`src/rtl/fifo_uart_pkg.sv`:
```
`default_nettype none
// ============================================================================
//  Package     : fifo_uart_pkg
//  Description : Types and helpers shared by the FIFO-draining UART
//                transmitter (fifo_uart_tx) and its bit timer.
//                - tx_state_t   : transmitter state encoding
//                - C_LINE_IDLE  : serial line level when idle / stop bit
//                - C_LINE_START : serial line level of the start bit
//                - cnt_width()  : width of a counter that runs 0..limit-1
//  Revision    : 1.0  initial release
// ============================================================================
package fifo_uart_pkg;

  typedef enum logic [2:0] {
    ST_IDLE   = 3'd0,
    ST_POP    = 3'd1,
    ST_LOAD   = 3'd2,
    ST_START  = 3'd3,
    ST_DATA   = 3'd4,
    ST_PARITY = 3'd5,
    ST_STOP   = 3'd6
  } tx_state_t;

  localparam logic C_LINE_IDLE  = 1'b1;
  localparam logic C_LINE_START = 1'b0;

  // A counter holding values 0..limit-1 needs $clog2(limit) bits, but never
  // fewer than one so that degenerate limits still give a legal vector.
  function automatic int cnt_width(input int limit);
    return (limit > 1) ? $clog2(limit) : 1;
  endfunction

endpackage : fifo_uart_pkg
`default_nettype wire

```
`src/rtl/fifo_uart_tx_bit_timer.sv`:
```
`default_nettype none
// ============================================================================
//  Module      : tx_bit_timer
//  Description : Bit-period divider. Counts 0..CLKS_PER_BIT-1 while enabled
//                (clear low) and raises bit_tick_o during the last clock of
//                each bit period, then restarts from zero on its own.
//  Ports       : clk_i       system clock, rising edge
//                reset_ni    asynchronous active-low reset
//                clear_i     hold the counter at zero (no ticks while high)
//                bit_tick_o  high in the final cycle of a bit period
//  Revision    : 1.0  initial release
// ============================================================================
module tx_bit_timer
  import fifo_uart_pkg::*;
#(
  parameter int CLKS_PER_BIT = 16
) (
  input  logic clk_i,
  input  logic reset_ni,
  input  logic clear_i,
  output logic bit_tick_o
);

  localparam int CNT_W = cnt_width(CLKS_PER_BIT);
  localparam logic [CNT_W-1:0] C_LAST = CNT_W'(CLKS_PER_BIT - 1);

  logic [CNT_W-1:0] cnt_q;
  logic [CNT_W-1:0] cnt_d;

  assign bit_tick_o = !clear_i && (cnt_q == C_LAST);

  // The counter returns to zero on the tick itself, so it never runs past
  // its terminal value and consecutive bit periods abut exactly.
  always_comb begin
    cnt_d = cnt_q;
    if (clear_i || bit_tick_o) begin
      cnt_d = '0;
    end else begin
      cnt_d = cnt_q + 1'b1;
    end
  end

  always_ff @(posedge clk_i or negedge reset_ni) begin
    if (!reset_ni) begin
      cnt_q <= '0;
    end else begin
      cnt_q <= cnt_d;
    end
  end

endmodule : tx_bit_timer
`default_nettype wire

```
`src/rtl/fifo_uart_tx.sv`:
```
`default_nettype none
// ============================================================================
//  Module      : fifo_uart_tx
//  Description : Read-side consumer of the synchronous byte FIFO. Pops one
//                entry at a time and sends it as a UART frame: start bit,
//                DATA_W data bits LSB first, optional even parity bit, and
//                STOP_BITS stop bits, each CLKS_PER_BIT clocks long.
//  Ports       : clk_i             system clock, rising edge
//                reset_ni          asynchronous active-low reset
//                en_i              allow a new frame (looked at in IDLE only)
//                fifo_empty_i      FIFO empty flag
//                fifo_read_o       one-cycle FIFO pop strobe
//                fifo_read_data_i  FIFO data, valid the cycle after the pop
//                tx_o              serial line, idles high
//                busy_o            high whenever a frame is in progress
//                frame_done_o      one-cycle pulse after the last stop bit
//  Revision    : 1.0  initial release
// ============================================================================
module fifo_uart_tx
  import fifo_uart_pkg::*;
#(
  parameter int DATA_W       = 8,
  parameter int CLKS_PER_BIT = 16,
  parameter int PARITY_EN    = 0,
  parameter int STOP_BITS    = 1
) (
  input  logic              clk_i,
  input  logic              reset_ni,
  input  logic              en_i,
  input  logic              fifo_empty_i,
  output logic              fifo_read_o,
  input  logic [DATA_W-1:0] fifo_read_data_i,
  output logic              tx_o,
  output logic              busy_o,
  output logic              frame_done_o
);

  // One bit counter serves both the data bits and the stop bits, so it is
  // sized for whichever of the two runs longer.
  localparam int BIT_LIMIT = (DATA_W > STOP_BITS) ? DATA_W : STOP_BITS;
  localparam int BIT_W     = cnt_width(BIT_LIMIT);
  localparam logic [BIT_W-1:0] C_LAST_DATA = BIT_W'(DATA_W - 1);
  localparam logic [BIT_W-1:0] C_LAST_STOP = BIT_W'(STOP_BITS - 1);

  tx_state_t         state_q, state_d;
  logic              tx_q, tx_d;
  logic              fifo_read_q, fifo_read_d;
  logic              frame_done_q, frame_done_d;
  logic [DATA_W-1:0] shift_q, shift_d;
  logic              parity_q, parity_d;
  logic [BIT_W-1:0]  bit_q, bit_d;

  logic              timer_clear;
  logic              bit_tick;

  tx_bit_timer #(
    .CLKS_PER_BIT (CLKS_PER_BIT)
  ) u_bit_timer (
    .clk_i      (clk_i),
    .reset_ni   (reset_ni),
    .clear_i    (timer_clear),
    .bit_tick_o (bit_tick)
  );

  // --------------------------------------------------------------------------
  // State register
  // --------------------------------------------------------------------------
  always_ff @(posedge clk_i or negedge reset_ni) begin
    if (!reset_ni) begin
      state_q <= ST_IDLE;
    end else begin
      state_q <= state_d;
    end
  end

  // --------------------------------------------------------------------------
  // Next-state and output logic. All outputs are registered so the line and
  // the pop strobe are glitch-free; each transition therefore assigns the
  // level the line must carry during the state being entered.
  // --------------------------------------------------------------------------
  always_comb begin
    state_d      = state_q;
    tx_d         = tx_q;
    fifo_read_d  = 1'b0;
    frame_done_d = 1'b0;
    shift_d      = shift_q;
    parity_d     = parity_q;
    bit_d        = bit_q;
    timer_clear  = 1'b1;

    unique case (state_q)
      ST_IDLE: begin
        tx_d  = C_LINE_IDLE;
        bit_d = '0;
        // Popping is gated by the empty flag here and nowhere else, so a
        // pop can never be issued against an empty FIFO.
        if (en_i && !fifo_empty_i) begin
          state_d     = ST_POP;
          fifo_read_d = 1'b1;
        end
      end

      ST_POP: begin
        // The FIFO pops at the end of this cycle; its data appears next.
        state_d = ST_LOAD;
      end

      ST_LOAD: begin
        shift_d  = fifo_read_data_i;
        parity_d = ^fifo_read_data_i;
        tx_d     = C_LINE_START;
        state_d  = ST_START;
      end

      ST_START: begin
        timer_clear = 1'b0;
        if (bit_tick) begin
          tx_d    = shift_q[0];
          shift_d = shift_q >> 1;
          bit_d   = '0;
          state_d = ST_DATA;
        end
      end

      ST_DATA: begin
        timer_clear = 1'b0;
        if (bit_tick) begin
          if (bit_q == C_LAST_DATA) begin
            bit_d = '0;
            if (PARITY_EN != 0) begin
              tx_d    = parity_q;
              state_d = ST_PARITY;
            end else begin
              tx_d    = C_LINE_IDLE;
              state_d = ST_STOP;
            end
          end else begin
            bit_d   = bit_q + 1'b1;
            tx_d    = shift_q[0];
            shift_d = shift_q >> 1;
          end
        end
      end

      ST_PARITY: begin
        timer_clear = 1'b0;
        if (bit_tick) begin
          bit_d   = '0;
          tx_d    = C_LINE_IDLE;
          state_d = ST_STOP;
        end
      end

      ST_STOP: begin
        timer_clear = 1'b0;
        tx_d        = C_LINE_IDLE;
        // Stop time is counted in whole bit periods on the shared timer.
        if (bit_tick) begin
          if (bit_q == C_LAST_STOP) begin
            bit_d        = '0;
            frame_done_d = 1'b1;
            state_d      = ST_IDLE;
          end else begin
            bit_d = bit_q + 1'b1;
          end
        end
      end

      default: begin
        tx_d    = C_LINE_IDLE;
        state_d = ST_IDLE;
      end
    endcase
  end

  // --------------------------------------------------------------------------
  // Datapath and output registers. The asynchronous reset drives the line
  // high at once, so an interrupted frame is never seen as valid data.
  // --------------------------------------------------------------------------
  always_ff @(posedge clk_i or negedge reset_ni) begin
    if (!reset_ni) begin
      tx_q         <= C_LINE_IDLE;
      fifo_read_q  <= 1'b0;
      frame_done_q <= 1'b0;
      shift_q      <= '0;
      parity_q     <= 1'b0;
      bit_q        <= '0;
    end else begin
      tx_q         <= tx_d;
      fifo_read_q  <= fifo_read_d;
      frame_done_q <= frame_done_d;
      shift_q      <= shift_d;
      parity_q     <= parity_d;
      bit_q        <= bit_d;
    end
  end

  assign tx_o         = tx_q;
  assign fifo_read_o  = fifo_read_q;
  assign frame_done_o = frame_done_q;
  assign busy_o       = (state_q != ST_IDLE);

endmodule : fifo_uart_tx
`default_nettype wire

```
`config.mk`:
```
export PLATFORM = sky130hd
export DESIGN_NAME = fifo_uart_tx
export DESIGN_NICKNAME = d
export VERILOG_FILES = /design/src/rtl/fifo_uart_pkg.sv /design/src/rtl/fifo_uart_tx_bit_timer.sv /design/src/rtl/fifo_uart_tx.sv
export SDC_FILE = /design/constraint.sdc
export NUM_CORES = 1
export LEC_CHECK = 0
export CAP_MARGIN = 0
export CELL_PAD_IN_SITES_DETAIL_PLACEMENT = 0
export CELL_PAD_IN_SITES_GLOBAL_PLACEMENT = 1
export CORE_MARGIN = 2
export CORE_UTILIZATION = 38
export DETAILED_ROUTE_END_ITERATION = 8
export PLACE_DENSITY = 0.71
export SLEW_MARGIN = 15
export SYNTH_ARGS = -nofsm -noshare
export SYNTH_HDL_FRONTEND = slang
export SYNTH_SLANG_ARGS = --single-unit
```
`constraint.sdc`:
```
create_clock -name clk_i -period 1.7 [get_ports clk_i]
set_input_delay 0.34 -clock clk_i [delete_from_list [all_inputs] [get_ports clk_i]]
set_output_delay 0.34 -clock clk_i [all_outputs]
set_load 0.02 [all_outputs]
```
==> out/results.txt, run 1 <==
Hold/Removal Path Class = input port to asynchronous set/reset pin
# hold bufs at CTS = 0
WP data arrival = 1810 ps
Clock root buffer = clkbuf_4
PwrDens = 544.8 nW/um2
Overall via count from detail_route = 918
H-tree level count = 1
Clk slew on worst S/H paths = 110 ps
Initial antenna violation count = 0
Post-CTS setup buffer count = 0
Vias in the first global route = 885
CTS tree = done
Max Root-Sink Buffers = 2
DRT Wirelength = 2.227 mm
Max-cap violations = 0
Gate Count Post-Synth = 112
Antenna Violating Nets Remaining = 0
Post-synth EDFFs = 0
Max VDD drop = 238.9 uV
Startpoint Class = register
Top-count cell post-synth = dfrtp_1
Share of cells above drive strength 1 = 18.52%
Core outline area = 3003 um2
Final core occ = 48.75%
Worst-margin pin slew = 417.0 ps
Area added between synthesis and finish = 23.03%
CP Data Required Time = 1890 ps
Worst setup EP type = register
Critical Path Fanout Max = 8
Yosys reg bits = 21
Num CTS Buffers = 3
Top_reg_cell synth = dfrtp_1
Global route overflow = 0
Finish-stage setup viols = 0
RSZ-0062 raised after global routing = false
Post-DP HPWL = 1.681 mm
Fmax achieved = 619.9 MHz
Fillers = 291
First-pass GRT wire length = 3.974 mm
N_diodes = 0
I/O Buffers = 15
Tcrit/Tclk final = 94.90%
Die Wd = 59.96 um
Yosys warnings = 0
Slew Viols, Final = 0
# rows = 20
Largest area contributor in the netlist = dfrtp_1
WHS = 374.3 ps
Starting density of the core = 39.62%
Routed WL per cell = 13.26 um
DRC violation count after routing = 0
Post-Syn Nets = 128
Num Clock Sinks = 21
Final clock skew = 0.8115 ps
Setup Crit Path Kind = register to register
Area contributors post-synth = dfrtp_1 42%, mux2i_1 6.7%, o2bb2ai_1 5.2%, and2_1 4.2%, ha_1 4.2%
Syn avg cell area = 10.62 um2
Via density = 5.464
Number of DRC markers in iteration 0 = 25
Total global-route track usage = 14.71%
DR pass1 iterations = 4
Commonest cells post-synth = 20 x dfrtp_1, 8 x and2_1, 8 x mux2i_1
RePlAce Congestion = 0.7592
Post-route cell area = 1464 um2
Yosys top cell area share = 42.06%
Clock latency on the worst-skew pair = 290 ps
I/O pin count = 16
Post-synth ARST share = 100.0%
Final hold violations = 0
Clock period minus worst slack = 1613 ps
Final nets = 152
Full die area = 3595 um2
Mapped Area = 1190 um2
Setup TNS = 0 ps
R2r setup slk = 90 ps
Die H = 59.96 um
Slew HR = 72.20%
Sequential area share after synthesis = 44.27%
Distinct cells, synth = 41
Leakage = 0.0006635 uW
Status = complete, no violations
DP Area = 1436 um2
Maximum number of pins on one net before global-route repair = 22
-- path summary, 6_finish.rpt --
| kind | from | cells past startpoint | endpoint |
|---|---|---|---|
| max in group asynchronous | reset_ni | 2 | tx_o |
| max | bit_q[0] | 6 | shift_q[7] |
| min | reset_ni | 2 | u_bit_timer.cnt_q[0] |
| min reg2reg | shift_q[5] | 1 | shift_q[5] |
| min in group clk_i | shift_q[5] | 1 | shift_q[5] |
| max reg2reg | bit_q[0] | 6 | shift_q[7] |
-- worst max-delay path: stages, from the launching register on --
cell and delay, ps:
dfrtp_1 400, ha_1 200, ha_1 210, nor3_1 190, a21oi_2 90, o21bai_4 210
a32o_1 220
-- stage by stage --
| stage | power (uW) | setup WS (ps) | instances |
|---|---|---|---|
| floorplan | 538.3 | 99.31 | 112 |
| global placement | 580.6 | 115.8 | 164 |
| detailed placement | 581.0 | 88.63 | 164 |
| CTS | 817.0 | 39.73 | 168 |
| global route | 842.9 | 11.75 | 168 |
| finish | 797.5 | 86.74 | 168 |
-- flip-flops by register name, summed over array words and instances, names as in the netlist --
signal             flops
bit_q                  3
fifo_read_o            1
frame_done_o           1
shift_q                8
state_q                3
tx_o                   1
u_bit_timer.cnt_q      4
-- layout by cell type, fill, tap and decap left out, types with 2 or more instances in the layout --
cell type        count
o21ai_0              2
buf_4                9
nand2_1              5
o21ai_1              3
nor4_1               2
a21oi_1              3
ha_1                 4
nor3_1               2
o2bb2ai_1            7
inv_1                7
nand3_1              4
mux2i_1              8
clkdlybuf4s50_1     13
clkbuf_4             3
dfrtp_1             20
nor2_1               3
and2_1               8
o31ai_1              3
-- kinds of logic after synthesis --
logic type | after synthesis | share of synthesized area, %
xor gates and xnor gates | 2 | 2.104
and+or+nand+nor | 31 | 14.62
muxes | 8 | 6.730
adders and majority gates | 4 | 4.206
buffers and inverters | 13 | 4.942
DFF | 21 | 44.27
AOI/OAI and AO/OA | 33 | 23.13
-- power breakdown --
part | switching, uW | total [uW] | internal (uW)
combinational | 21.5 | 56.3 | 34.8
sequential | 4.27 | 513 | 509
clock | 141 | 228 | 87.4
-- layout make-up --
type	instances	area (um2)	share of cell area, %
well taps	33	41.29	2.821
clock inverters	1	5.005	0.3419
repair buffers	25	231.5	15.81
flip-flops and latches	21	526.8	35.98
multi-input cells	78	610.6	41.71
inverters	7	26.28	1.795
clock buffers	3	22.52	1.538
-- per-layer routing --
layer | routed length, um | vias to the layer above | track usage [%]
met3 | 63 | 2 | 2.165
met5 | 0 | - | 0
met2 | 1004 | 14 | 22.98
li1 | - | 462 | -
met1 | 1140 | 440 | 20.52
met4 | 17 | 0 | 5.714
-- timing repair --
action,CTS,global route
endpoints found under the setup margin,2,2
resized for setup,3,3
hold endpoints to repair,0,0
Note: power is estimated with default switching activity, not from simulation.
==> run 2: changes to the inputs <==
--- a/config.mk
+++ b/config.mk
@@ -10,6 +10,7 @@
 export CELL_PAD_IN_SITES_GLOBAL_PLACEMENT = 1
 export CORE_MARGIN = 2
 export CORE_UTILIZATION = 38
+export CTS_CLUSTER_SIZE = 10
 export DETAILED_ROUTE_END_ITERATION = 8
 export PLACE_DENSITY = 0.71
 export SLEW_MARGIN = 15
==> results of run 2 <==
Same layout as run 1: the final DEF is identical, and so are final timing and power.
==> run 3: changes to the inputs <==
--- a/config.mk
+++ b/config.mk
@@ -5,7 +5,6 @@
 export SDC_FILE = /design/constraint.sdc
 export NUM_CORES = 1
 export LEC_CHECK = 0
-export CAP_MARGIN = 0
 export CELL_PAD_IN_SITES_DETAIL_PLACEMENT = 0
 export CELL_PAD_IN_SITES_GLOBAL_PLACEMENT = 1
 export CORE_MARGIN = 2
@@ -13,7 +12,7 @@
 export CTS_CLUSTER_SIZE = 10
 export DETAILED_ROUTE_END_ITERATION = 8
 export PLACE_DENSITY = 0.71
-export SLEW_MARGIN = 15
+export SLEW_MARGIN = 20
 export SYNTH_ARGS = -nofsm -noshare
 export SYNTH_HDL_FRONTEND = slang
 export SYNTH_SLANG_ARGS = --single-unit
==> results of run 3 <==
Same layout as run 1: the final DEF is identical, and so are final timing and power.
==> RTL edit 1 (settings of run 2) <==
Take the reset off `shift_q` and load it in a clocked block of its own.
--- a/src/rtl/fifo_uart_tx.sv
+++ b/src/rtl/fifo_uart_tx.sv
@@ -182,17 +182,19 @@
       tx_q         <= C_LINE_IDLE;
       fifo_read_q  <= 1'b0;
       frame_done_q <= 1'b0;
-      shift_q      <= '0;
       parity_q     <= 1'b0;
       bit_q        <= '0;
     end else begin
       tx_q         <= tx_d;
       fifo_read_q  <= fifo_read_d;
       frame_done_q <= frame_done_d;
-      shift_q      <= shift_d;
       parity_q     <= parity_d;
       bit_q        <= bit_d;
     end
+  end
+
+  always_ff @(posedge clk_i) begin
+    shift_q <= shift_d;
   end
 
   assign tx_o         = tx_q;
Check against the original RTL: same outputs for any inputs over 10 cycles, from zero or initial values and one cycle with reset_ni low; that may be too few to reach the edited logic, so the function may still have changed.
==> RTL edit 1 against run 2 <==
- cell area shrank 1.0%
- sequential cell count is the same
- setup slack lost 82 ps
- wire length shrank 1.3%
- largest power group unchanged
- non-clock buffer count grew 3
- synthesized cell count shrank 12%
- power grew 1.1%
- first-iteration DRC count shrank 52%
- critical endpoint is now shift_q[6]
- area after synthesis shrank 3.5%
- critical path type unchanged
- largest cell class is now sequential cells
- clock skew grew 3.2 ps
==> RTL edit 1: results (changes against run 2) <==
** Outcome
- Result of the run :: completed

** Power
- Maximum VDD drop :: 0.4509 mV (+89%)
- Cell Int Power :: 0.0006350 W (+0.68%)
- Overall power consumption :: 0.0008060 W (+1.1%)
- Pleak :: 0.6413 nW (-3.3%)

** STA
- The transition at the pin with the smallest max-transition slack was 377.2 ps (-39.85 ps).
- The period utilization is 0.9970 (+0.04800).

** Yosys
- The count of cell types in the netlist came to 42 (+2.4%).
- The sequential-to-total area share from yosys stat is 0.4935 (+0.05077).
- The mux contribution to synthesized area was 0.08606 (+0.01876).
- The compound-cell area share of the yosys netlist came to 0.1405 (-0.09081).
- Xor and xnor fraction of the mapped netlist area :: 0.01525 (-0.005780)
- The number of synthesized flops with an enable pin came to 8 (+8).
- Adder and majority cell fraction of the synthesized area :: 0.04357 (+0.001512)
- Counting instances in the post-synthesis netlist gives the leading cell types as dfrtp_1, edfxtp_1, mux2_1.

** Placed design
- The weighted congestion reported at the end of routability-driven placement came to 0.8202 (+8.0%).
- The minimum setup slack after placement was -60.53 ps (-149.2 ps).
- Half-perimeter wire length of the detailed placement result :: 1716 um (+2.1%)

** Finish
- Fillcell total :: 250 (-14%)
- Proportion of layout cells with a drive suffix above 1 :: 0.2222 (+0.03704)
- Nets :: 143 (-5.9%)

** Clock network
- Post-CTS setup-driven buffer insertion count :: 2 (+2)
- The post-cts repair resize count was 8 (+5).

** Route
- Starting DRC count in detailed routing :: 12 (-52%)
- Detailed-route wire length :: 2197 um (-1.3%)
- Routed length on met1 :: 1053 um (-7.6%)
- Total length of routed met3 wires :: 85 um (+35%)

** Setup path
- The maximum cell stage delay along the critical path is 490 ps (+90 ps).
- End point of the critical path :: shift_q[6]
- Crit-path slowest cell :: or4_4
- Reg-to-reg endpoint :: shift_q[6]

** Global routing
- GR Layer Usage met1 :: 0.2084 (+0.003157)
- Via count of the first global-routing pass :: 840 (-5.1%)
- Met2 Use GR :: 0.2206 (-0.009179)
- The global routing usage on met3 was 0.02183 (+0.0001890).
- The pin count of the biggest net entering global routing was 14 (-36%).
==> RTL edit 1: changes by cell type in the layout (fill, tap and decap cells not counted), sizes merged, moves of 3 or more <==
cell     before  now
dfrtp        20   12
edfxtp        0    8
mux2          0    7
and2          8    2
mux2i         8    2
o2bb2ai       7    2
buf          10   14
a21oi         4    1
o31ai         3    0
==> RTL edit 1: area by class of cell <==
| class | instances | share of cell area |
|---|---|---|
| timing repair buffer | 28 | 0.1667 |
| inverter | 6 | 0.01554 |
| clock buffer | 3 | 0.01554 |
| sequential | 21 | 0.3912 |
| clock inverter | 1 | 0.003454 |
| multi-input combinational | 67 | 0.3808 |
| tap | 31 | 0.02677 |
==> RTL edit 1: per-stage QoR <==
stage,area [sq um],TNS (ps),cells
after floorplan,1164,0,99
after global placement,1398,-360.3,151
after detailed placement,1398,-482.9,151
after CTS,1449,-40.80,157
after global routing,1449,-355.2,157
final,1449,0,157
==> RTL edit 2 (settings of run 2) <==
Without the edit above. `CLKS_PER_BIT` is set to 16 in 2 places; all go to 24.
--- a/src/rtl/fifo_uart_tx_bit_timer.sv
+++ b/src/rtl/fifo_uart_tx_bit_timer.sv
@@ -13,7 +13,7 @@
 module tx_bit_timer
   import fifo_uart_pkg::*;
 #(
-  parameter int CLKS_PER_BIT = 16
+  parameter int CLKS_PER_BIT = 24
 ) (
   input  logic clk_i,
   input  logic reset_ni,
--- a/src/rtl/fifo_uart_tx.sv
+++ b/src/rtl/fifo_uart_tx.sv
@@ -20,7 +20,7 @@
   import fifo_uart_pkg::*;
 #(
   parameter int DATA_W       = 8,
-  parameter int CLKS_PER_BIT = 16,
+  parameter int CLKS_PER_BIT = 24,
   parameter int PARITY_EN    = 0,
   parameter int STOP_BITS    = 1
 ) (
Formal check against the unedited RTL: same outputs for any inputs over 10 cycles, from zero or initial values and one cycle with reset_ni low; that may be too few to reach the edited logic, so the function may still have changed.
==> RTL edit 2 against run 2 <==
- the run now ends with setup timing left
- setup slack worse by 210 ps
- sequential cell count rose by 1
- non-clock buffer count grew 11
- core utilization grew 5.1 points
- area after synthesis down 1.8%
- fmax is 12% lower
- largest cell class unchanged
- cell area up 9.6%
- wire length rose by 18%
- critical path type unchanged
- power increased by 7.3%
==> RTL edit 2: results (changes against run 2) <==
** Clock network
- The clock insertion delay at the later pin of the skew report was 310 ps (+20 ps).
- Clock slew at the register clock pins of the worst setup and hold paths :: 120 ps
- The number of buffers inserted during clock tree synthesis is 3 (unchanged).
- The largest buffer count on any clock path came to 2 (unchanged).
- The number of H-tree levels is 1 (unchanged).
- Root buf cell :: clkbuf_4

** Global routing
- First-pass GRT wire length :: 4181 um (+5.2%)
- The overall fraction of global-route tracks in use was 0.1629 (+0.01589).
- The number of global-route vias before repair was 930 (+5.1%).
- The pin count of the biggest net entering global routing came to 23 (+4.5%).
- Antenna violations before repair :: 0 (unchanged)

** Finish
- Biggest registers after layout :: shift_q x8, u_bit_timer.cnt_q x5
- The number of nets in the final layout is 163 (+7.2%).
- Antenna cell count :: 0 (unchanged)
- Final instance area :: 1604 sq um (+9.6%)
- Fillcell total :: 259 (-11%)
- Proportion of layout cells with a drive suffix above 1 :: 0.3082 (+0.1230)

** STA
- Worst Tran Pin Value :: 343.1 ps (-73.89 ps)
- PnR worst setup slack :: -123.4 ps (-210.2 ps)
- The clock skew after layout came to 1.010 ps (+0.1985 ps).
- Final number of setup-violating endpoints :: 8 (+8)

** Power
- Maximum VDD drop :: 0.2967 mV (+24%)
- Pleak :: 0.7213 nW (+8.7%)

** Route
- Drt first pass iters :: 4 (unchanged)
- Via Count :: 954 (+3.9%)
- Antenna Nets Post-Route :: 0 (unchanged)
- The final wirelength was 2638 um (+18%).
- Starting DRC count in detailed routing :: 11 (-56%)

** Placed design
- The number of buffers inserted by port buffering came to 15 (unchanged).
- The minimum setup slack after placement is -104.0 ps (-192.6 ps).
- Cell area after placement :: 1471 sq um (+2.4%)
- Routability congestion estimate from global placement :: 0.7627 (+0.46%)

** Setup path
- Crit-path slowest cell :: dfrtp_1
- The data arrival time at the worst-slack endpoint came to 2070 ps (+260 ps).
- The peak fanout along the critical path was 8 (unchanged).
- Cell family with the largest share of critical-path delay :: compound AO/OA/AOI/OAI gates
- Critical Path Max Stage Delay :: 410 ps

** Yosys
- After synthesis, the cell types taking the most area are dfrtp_1, a2bb2oi_1, ha_1.
- Synth unique cells :: 41 (unchanged)
- Net Count, Synth :: 125 (-2.3%)
- By count the netlist is led by dfrtp_1, o22ai_1, a2bb2oi_1.
- The sequential-to-total area share from yosys stat came to 0.4722 (+0.02947).
- The share of synthesized registers carrying an async set or reset is 1.000 (unchanged).
- Synth Warn # :: 0 (unchanged)

** Min path
- In this run the worst hold path is classified as in2async.

** Outcome
- The flow ran to the end, but the final reports show violations.
- The final reports fail on setup timing.
-- RTL edit 2: cell types whose count changed after synthesis, moves of 3 or more --
cell       before  now
a2bb2oi_1       1    7
and2_1          8    0
mux2i_1         8    2
o21ai_0         2    6
o21ai_1         3    0
o22ai_1         1    8
o2bb2ai_1       7    0
-- RTL edit 2: cells by family after synthesis --
kind of cell    Yosys count  share of synthesized area
simple gates             32                     0.1692
buf+inv                   9                    0.03105
mux                       3                    0.02677
xor+xnor                  4                    0.02998
flops                    22                     0.4722
fa+ha+maj                 6                    0.05996
compound gates           33                     0.2109
-- RTL edit 2: metal layers --
layer  track usage  share of wire  vias up  wire length, um
met5             0              0        -                0
met1        0.2093           0.47      455             1229
met4       0.07792          0.018        0               47
li1              -              -      481                -
met2        0.2653           0.49       13             1294
met3       0.02620          0.025        5               67
-- RTL edit 2: timing repair --
item	4_1_cts	5_1_grt
cloned	0	0
gates resized for setup	6	12
buffers inserted	1	4
endpoints found under the setup margin	10	10
pin swaps	3	7
endpoints found under the hold margin	0	0
-- RTL edit 2: metrics by stage --
stage | TNS (ps) | util | std cells
final | -886.2 | 0.5387 | 179
after global routing | -1390 | 0.5387 | 179
after CTS | -925.6 | 0.5067 | 175
after detailed placement | -720.0 | 0.4941 | 170
after global placement | -426.5 | 0.4941 | 170
after floorplan | -554.8 | - | 109
-- RTL edit 2: area by class of cell --
| class | count | area, sq um | area share |
|---|---|---|---|
| multi-input combinational | 78 | 645.6 | 0.4025 |
| tap | 33 | 41.29 | 0.02574 |
| inverter | 6 | 22.52 | 0.01404 |
| clock buffer | 4 | 26.28 | 0.01638 |
| timing repair buffer | 36 | 316.6 | 0.1973 |
| sequential | 22 | 551.8 | 0.3440 |
-- RTL edit 2: power by group --
part | internal, W | leakage (nW) | switching (W)
combinational | 0.0000409 | 0.442 | 0.0000234
sequential | 0.000534 | 0.264 | 0.00000762
clock | 0.0000917 | 0.0150 | 0.000158
total | 0.000666 | 0.721 | 0.000189
-- RTL edit 2: final timing paths --
check,from,to,slack (ps),cells after the start
min in group clk_i,u_bit_timer.cnt_q[0],u_bit_timer.cnt_q[0],460,1
min,reset_ni,shift_q[3],370,2
max,bit_q[1],shift_q[0],-120,7
min reg2reg,u_bit_timer.cnt_q[0],u_bit_timer.cnt_q[0],460,1
max in group asynchronous,reset_ni,tx_o,1050,2
max reg2reg,bit_q[1],shift_q[0],-120,7
